==> config.mk <==
export PLATFORM = sky130hd
export DESIGN_NAME = processor_mc
export DESIGN_NICKNAME = d
export VERILOG_FILES = /design/src/rtl/proc_pkg.sv /design/src/rtl/regfile_p.sv /design/src/rtl/processor_mc.sv
export SDC_FILE = /design/constraint.sdc
export NUM_CORES = 1
export LEC_CHECK = 0
export CORE_UTILIZATION = 61
export CTS_BUF_LIST = sky130_fd_sc_hd__clkbuf_2 sky130_fd_sc_hd__clkbuf_4 sky130_fd_sc_hd__clkbuf_8
export DETAILED_ROUTE_END_ITERATION = 16
export PLACE_DENSITY_LB_ADDON = 0.08
export SLEW_MARGIN = 40
export SYNTH_ARGS = -nofsm -noshare
export SYNTH_HDL_FRONTEND = slang
export SYNTH_HIERARCHICAL = 1
export SYNTH_SLANG_ARGS = --single-unit
==> constraint.sdc <==
create_clock -name clk -period 9.8 [get_ports clk]
set_input_delay 1.96 -clock clk [delete_from_list [all_inputs] [get_ports clk]]
set_output_delay 1.96 -clock clk [all_outputs]
set_load 0.02 [all_outputs]
==> src/rtl/proc_pkg.sv <==
// rtl/proc_pkg.sv - opcode constants, FSM state encoding and decode helpers
package proc_pkg;

    localparam logic [3:0] OP_NOP   = 4'h0;
    localparam logic [3:0] OP_ADD   = 4'h1;
    localparam logic [3:0] OP_SUB   = 4'h2;
    localparam logic [3:0] OP_AND   = 4'h3;
    localparam logic [3:0] OP_OR    = 4'h4;
    localparam logic [3:0] OP_LDI   = 4'h5;
    localparam logic [3:0] OP_LOAD  = 4'h6;
    localparam logic [3:0] OP_STORE = 4'h7;
    localparam logic [3:0] OP_JZ    = 4'h8;
    localparam logic [3:0] OP_HALT  = 4'hF;

    typedef logic [2:0] state_t;

    localparam state_t ST_FETCH  = 3'd0;
    localparam state_t ST_DECODE = 3'd1;
    localparam state_t ST_EXEC   = 3'd2;
    localparam state_t ST_MEM    = 3'd3;
    localparam state_t ST_WB     = 3'd4;
    localparam state_t ST_HALT   = 3'd5;

    // ALU-class opcodes: the only ones allowed to update the zero flag
    function automatic logic op_is_alu(input logic [3:0] op);
        case (op)
            OP_ADD, OP_SUB, OP_AND, OP_OR: return 1'b1;
            default:                       return 1'b0;
        endcase
    endfunction

    // Opcodes that write register ra in WB
    function automatic logic op_writes_reg(input logic [3:0] op);
        return op_is_alu(op) || (op == OP_LDI) || (op == OP_LOAD);
    endfunction

    // Opcodes that pass through the MEM state
    function automatic logic op_is_mem(input logic [3:0] op);
        return (op == OP_LOAD) || (op == OP_STORE);
    endfunction

endpackage

==> src/rtl/regfile_p.sv <==
// rtl/regfile_p.sv - register file, two async read ports, one sync write port
module regfile_p #(
    parameter int DATA_W = 16,
    parameter int NREGS  = 16
) (
    input  logic                       clk,
    input  logic                       rst_n,
    input  logic                       i_we,
    input  logic [$clog2(NREGS)-1:0]   i_waddr,
    input  logic [DATA_W-1:0]          i_wdata,
    input  logic [$clog2(NREGS)-1:0]   i_raddr_a,
    input  logic [$clog2(NREGS)-1:0]   i_raddr_b,
    output logic [DATA_W-1:0]          o_rdata_a,
    output logic [DATA_W-1:0]          o_rdata_b
);

    logic [DATA_W-1:0] r_mem [NREGS];

    assign o_rdata_a = r_mem[i_raddr_a];
    assign o_rdata_b = r_mem[i_raddr_b];

    // Clear every register on reset, otherwise a single write per cycle
    always_ff @(posedge clk or negedge rst_n) begin
        if (!rst_n) begin
            for (int i = 0; i < NREGS; i++) begin
                r_mem[i] <= '0;
            end
        end else if (i_we) begin
            r_mem[i_waddr] <= i_wdata;
        end
    end

endmodule

==> src/rtl/processor_mc.sv <==
// rtl/processor_mc.sv - multi-cycle 16-bit-instruction processor core
module processor_mc
    import proc_pkg::*;
#(
    parameter int DATA_W  = 16,
    parameter int NREGS   = 16,
    parameter int DADDR_W = 8,
    parameter int PC_W    = 8
) (
    input  logic                clk,
    input  logic                rst_n,
    output logic [PC_W-1:0]     imem_addr,
    input  logic [15:0]         imem_data,
    output logic                dmem_req,
    output logic                dmem_we,
    output logic [DADDR_W-1:0]  dmem_addr,
    output logic [DATA_W-1:0]   dmem_wdata,
    input  logic [DATA_W-1:0]   dmem_rdata,
    input  logic                dmem_ack,
    output logic                zero,
    output logic                halted
);

    localparam int RW = $clog2(NREGS);

    state_t              r_state;
    logic [PC_W-1:0]     r_pc;
    logic [15:0]         r_ir;
    logic [DATA_W-1:0]   r_result;
    logic                r_zero;
    logic                r_halted;
    logic                r_dmem_req;
    logic                r_dmem_we;
    logic [DADDR_W-1:0]  r_dmem_addr;
    logic [DATA_W-1:0]   r_dmem_wdata;

    logic [3:0]          w_op;
    logic [RW-1:0]       w_ra;
    logic [RW-1:0]       w_rb;
    logic [RW-1:0]       w_rc;
    logic [7:0]          w_imm8;
    logic [RW-1:0]       w_raddr_a;
    logic [DATA_W-1:0]   w_rdata_a;
    logic [DATA_W-1:0]   w_rdata_b;
    logic [DATA_W-1:0]   w_alu;
    logic                w_rf_we;

    assign w_op   = r_ir[15:12];
    assign w_ra   = r_ir[8 +: RW];
    assign w_rb   = r_ir[4 +: RW];
    assign w_rc   = r_ir[0 +: RW];
    assign w_imm8 = r_ir[7:0];

    // STORE reads its source through port A; everything else reads rb there
    assign w_raddr_a = (w_op == OP_STORE) ? w_ra : w_rb;
    assign w_rf_we   = (r_state == ST_WB) && op_writes_reg(w_op);

    assign imem_addr  = r_pc;
    assign dmem_req   = r_dmem_req;
    assign dmem_we    = r_dmem_we;
    assign dmem_addr  = r_dmem_addr;
    assign dmem_wdata = r_dmem_wdata;
    assign zero       = r_zero;
    assign halted     = r_halted;

    regfile_p #(
        .DATA_W (DATA_W),
        .NREGS  (NREGS)
    ) u_regfile (
        .clk       (clk),
        .rst_n     (rst_n),
        .i_we      (w_rf_we),
        .i_waddr   (w_ra),
        .i_wdata   (r_result),
        .i_raddr_a (w_raddr_a),
        .i_raddr_b (w_rc),
        .o_rdata_a (w_rdata_a),
        .o_rdata_b (w_rdata_b)
    );

    // ALU and immediate path: result that EXEC registers for writeback
    always_comb begin
        w_alu = '0;
        case (w_op)
            OP_ADD:  w_alu = w_rdata_a + w_rdata_b;
            OP_SUB:  w_alu = w_rdata_a - w_rdata_b;
            OP_AND:  w_alu = w_rdata_a & w_rdata_b;
            OP_OR:   w_alu = w_rdata_a | w_rdata_b;
            OP_LDI:  w_alu = DATA_W'(w_imm8);
            default: w_alu = '0;
        endcase
    end

    // Sequencer: FETCH/DECODE/EXEC/(MEM)/WB, plus the memory handshake
    always_ff @(posedge clk or negedge rst_n) begin
        if (!rst_n) begin
            r_state      <= ST_FETCH;
            r_pc         <= '0;
            r_ir         <= '0;
            r_result     <= '0;
            r_zero       <= 1'b0;
            r_halted     <= 1'b0;
            r_dmem_req   <= 1'b0;
            r_dmem_we    <= 1'b0;
            r_dmem_addr  <= '0;
            r_dmem_wdata <= '0;
        end else begin
            case (r_state)
                ST_FETCH: begin
                    r_state <= ST_DECODE;
                end
                ST_DECODE: begin
                    r_ir    <= imem_data;
                    r_state <= ST_EXEC;
                end
                ST_EXEC: begin
                    r_result <= w_alu;
                    if (op_is_alu(w_op)) begin
                        r_zero <= (w_alu == '0);
                    end
                    if (w_op == OP_HALT) begin
                        r_halted <= 1'b1;
                        r_state  <= ST_HALT;
                    end else if (op_is_mem(w_op)) begin
                        r_dmem_req  <= 1'b1;
                        r_dmem_we   <= (w_op == OP_STORE);
                        r_dmem_addr <= DADDR_W'(w_imm8);
                        if (w_op == OP_STORE) begin
                            r_dmem_wdata <= w_rdata_a;
                        end
                        r_state <= ST_MEM;
                    end else begin
                        r_state <= ST_WB;
                    end
                end
                ST_MEM: begin
                    if (dmem_ack && r_dmem_req) begin
                        r_dmem_req <= 1'b0;
                        r_dmem_we  <= 1'b0;
                        if (!r_dmem_we) begin
                            r_result <= dmem_rdata;
                        end
                        r_state <= ST_WB;
                    end
                end
                ST_WB: begin
                    if ((w_op == OP_JZ) && r_zero) begin
                        r_pc <= PC_W'(w_imm8);
                    end else begin
                        r_pc <= r_pc + PC_W'(1);
                    end
                    r_state <= ST_FETCH;
                end
                ST_HALT: begin
                    r_state <= ST_HALT;
                end
                default: begin
                    r_state <= ST_FETCH;
                end
            endcase
        end
    end

endmodule

==> impl_metrics.csv <==
group,metric,value,unit
clock_network,cts_setup_buffers,0,
logic_synthesis,syn_nets,1421,
timing,relSlewSlack,0.397,
placed_design,dp_hpwl,29800,µm
route,vias,12480,
power,power.total,2.71,mW
floorplan,die_y,175,µm
final_layout,final_util,0.694,
clock_network,path_clk_slew,0.06,ns
status,status,"complete, no violations",
route,via_per_inst,6.73,
clock_network,cts_tree,"yes",
clock_network,clock_path_buffers,3,
logic_synthesis,synthSimpleGateAreaFrac,0.0627,
route,drc,0,
final_layout,syn_to_final_growth,12.1,%
final_layout,nets,1476,
grt,overflow,0,
setup_path,critPathTopFamily,"compound AO/OA/AOI/OAI gates",
logic_synthesis,yosys.area.top_type_share,0.447,
logic_synthesis,synthXorXnorAreaFrac,0.0128,
route,top_layer,"met4",
setup_path,crit_buf_inv,1,
logic_synthesis,syn_inst,1366,
floorplan,coreArea,0.0296,mm²
logic_synthesis,avgSynthCellArea,13.4,µm²
floorplan,row_count,63,
route,drtIter0Drc,988,
route,wl,48200,µm
logic_synthesis,synth_area,0.0183,mm²
grt,grt_max_degree,143,
logic_synthesis,synth.largest_area_cell,"dfrtp_1",
floorplan,die_x,175,µm
clock_network,post_cts_resized,0,
setup_path,startpoint_type,"register",
logic_synthesis,synth_edf_count,0,
power,peakVddDrop,0.000118,V
setup_path,slowest_stage,"dfrtp_1",
logic_synthesis,yosys_warnings,6,
logic_synthesis,ys_types,70,
logic_synthesis,synth_ff_type,"dfrtp_1",
timing,fin_crit_sh,0.588,
final_layout,layoutNonFillerInstCount,1855,
setup_path,arrival,6.24,ns
grt,grt_pass1_wl,75100,µm
power,power_density,132,mW/mm²
route,wire_per_inst,26.0,µm
grt,first_global_vias,12657,
timing,grt_setup_unrepaired,"false",
logic_synthesis,yosys-top-cells-count,"dfrtp_1, mux2_2, mux4_2",
grt,antenna_found_initial,0,
placed_design,io_buffers,70,
flow_run,cap_violations,0,
timing,setup_viol,0,
route,firstDrtPassIters,5,
route,wl_met3,3740,µm
worst_hold_path,hold_class,"register to register",
clock_network,cts-buffers-inserted,55,
floorplan,initial_core_util,0.620,
timing,worstMarginPinSlew,0.902,ns
logic_synthesis,ys_seq_area_frac,0.447,
logic_synthesis,synth_mux_area_frac,0.351,
grt,grtUsageTotal,0.326,
timing,drv_slew,0,
timing,fmax,174,MHz
setup_path,critical_path.max_stage_delay,0.67,ns
timing,timing.setup.tns,0,ns
timing,finClkSkew,0.0214,ns
timing,layout_min_cycle_time,5.76,ns
logic_synthesis,synth_top_family_by_area,"multiplexers",
clock_network,cts_hold_buf,0,
setup_path,crit_chain,"nor2b_1 -> nand3_1 -> mux2_4 -> buf_6 -> mux4_2 -> a22oi_1 -> nand2_1 -> ha_1 -> o211ai_1 -> a21oi_2 -> o21ai_1 -> o211a_1 -> a211oi_2 -> xnor2_1 -> a222oi_1 -> a211oi_1 -> a21o_1",
logic_synthesis,synth_area_leaders,"dfrtp_1, mux2_2, mux4_2",
clock_network,cts_num_sinks,327,
route,ant_nets,0,
logic_synthesis,ys_async_sr_fraction,1.00,
final_layout,drive_above_1_share,0.398,
setup_path,cp.required,10.28,ns
floorplan,io_pins,71,
logic_synthesis,synth.most_common_cell,"dfrtp_1",
timing,hold_viol,0,
route,met2_length,22400,µm
clock_network,cts-root-buf,"clkbuf_8",
placed_design,gp_congestion,0.882,
placed_design,dp.cells,1753,
logic_synthesis,synth-compound-area-share,0.0788,
clock_network,clock_latency,0.60,ns
logic_synthesis,synth-adder-area-share,0.0141,
setup_path,cp_max_fo,40,
setup_path,crit_type,"register to register",
clock_network,h-tree-depth,2,
route,wl_met1,20300,µm
floorplan,die_area,0.0307,mm²
logic_synthesis,yosys_register_bits,327,
power,p_leak,9.45,nW
setup_path,critPathCaptureType,"register",
flip-flops by register name (all words and copies together) (netlist names):
register,cells
dmem_addr,8
dmem_req,1
dmem_wdata,16
dmem_we,1
halted,1
imem_addr,8
r_ir,16
r_result,16
r_state,3
u_regfile/r_mem,256
zero,1
metrics by stage:
step,setup WS [ns],hold WS (ns),cell area [µm²]
after global placement,3.94,0.447,19200
after global routing,3.50,0.504,20500
after detailed placement,3.86,0.460,19300
after CTS,3.80,0.475,20500
final,4.04,0.466,20500
after floorplan,5.13,0.491,18300
layout make-up:
type,count,area (µm²)
clock buffers,92,1140
clock inverters,8,72.6
flip-flops and latches,327,8190
inverters,15,56.3
diodes,1,2.50
fillers,2126,9040
well taps,390,488
repair buffers,102,1020
multi-input cells,920,9560
logic make-up (layout without fill, tap and decap cells):
group / after synthesis / count (layout)
xor gates and xnor gates: 26 / 26
other: 0 / 1
adders and majority gates: 20 / 20
muxes: 438 / 438
AOI/OAI and AO/OA: 213 / 213
and+or+nand+nor: 223 / 223
DFF: 327 / 327
buffers and inverters: 119 / 217
path summary, 6_finish.rpt:
| path | startpoint | to | slack, ns | cells after the start |
|---|---|---|---|---|
| max | r_ir[14] | r_result[15] | 4.04 | 17 |
| min | halted | halted | 0.47 | 2 |
| max reg2reg | r_ir[14] | r_result[15] | 4.04 | 17 |
| min reg2reg | halted | halted | 0.47 | 2 |
| max in group asynchronous | rst_n | u_regfile/r_mem[48] | 7.25 | 3 |
| min in group asynchronous | rst_n | u_regfile/r_mem[122] | 1.32 | 1 |
power by group:
part / leakage, nW / switching, mW / internal [mW]
logic: 4.26 / 0.0288 / 0.0157
registers: 4.54 / 0 / 1.35
clock network: 0.652 / 0.554 / 0.759
total: 9.45 / 0.583 / 2.12
placed cells by master, fill, tap and decap left out, types with 5 or more instances in the layout:
cell type,Yosys,layout
nand2b_1,11,11
nand2_1,85,85
mux2i_1,11,11
a21o_1,12,12
nor3_1,11,11
buf_4,7,24
mux2_1,10,10
buf_6,9,5
clkinv_2,0,5
ha_1,19,19
inv_1,15,15
clkbuf_4,0,20
xnor2_1,16,16
o21ai_1,9,9
nand3_1,12,12
xor2_1,9,9
o211ai_1,6,6
nor2_2,9,8
dfrtp_1,327,325
a21oi_1,32,32
clkdlybuf4s50_1,0,69
clkbuf_8,0,72
mux2_2,269,268
mux2_4,20,21
mux4_2,128,128
o21ai_0,40,40
and2_1,6,5
nor2_1,47,47
nor2b_1,9,8
a22oi_1,73,73
a31oi_1,5,5
tightest hold or removal path, delay by kind of cell (launching register included):
kind                   cells  cell delay (ns)
AOI/OAI and AO/OA          1             0.05
buffers and inverters      1             0.04
DFF                        1             0.34
per-layer routing:
metal	vias to the layer above	track usage
met5	-	0
met1	6519	0.447
met2	499	0.509
met4	0	0.130
li1	5337	-
met3	125	0.0740
Power figures use the tool's default switching activity.
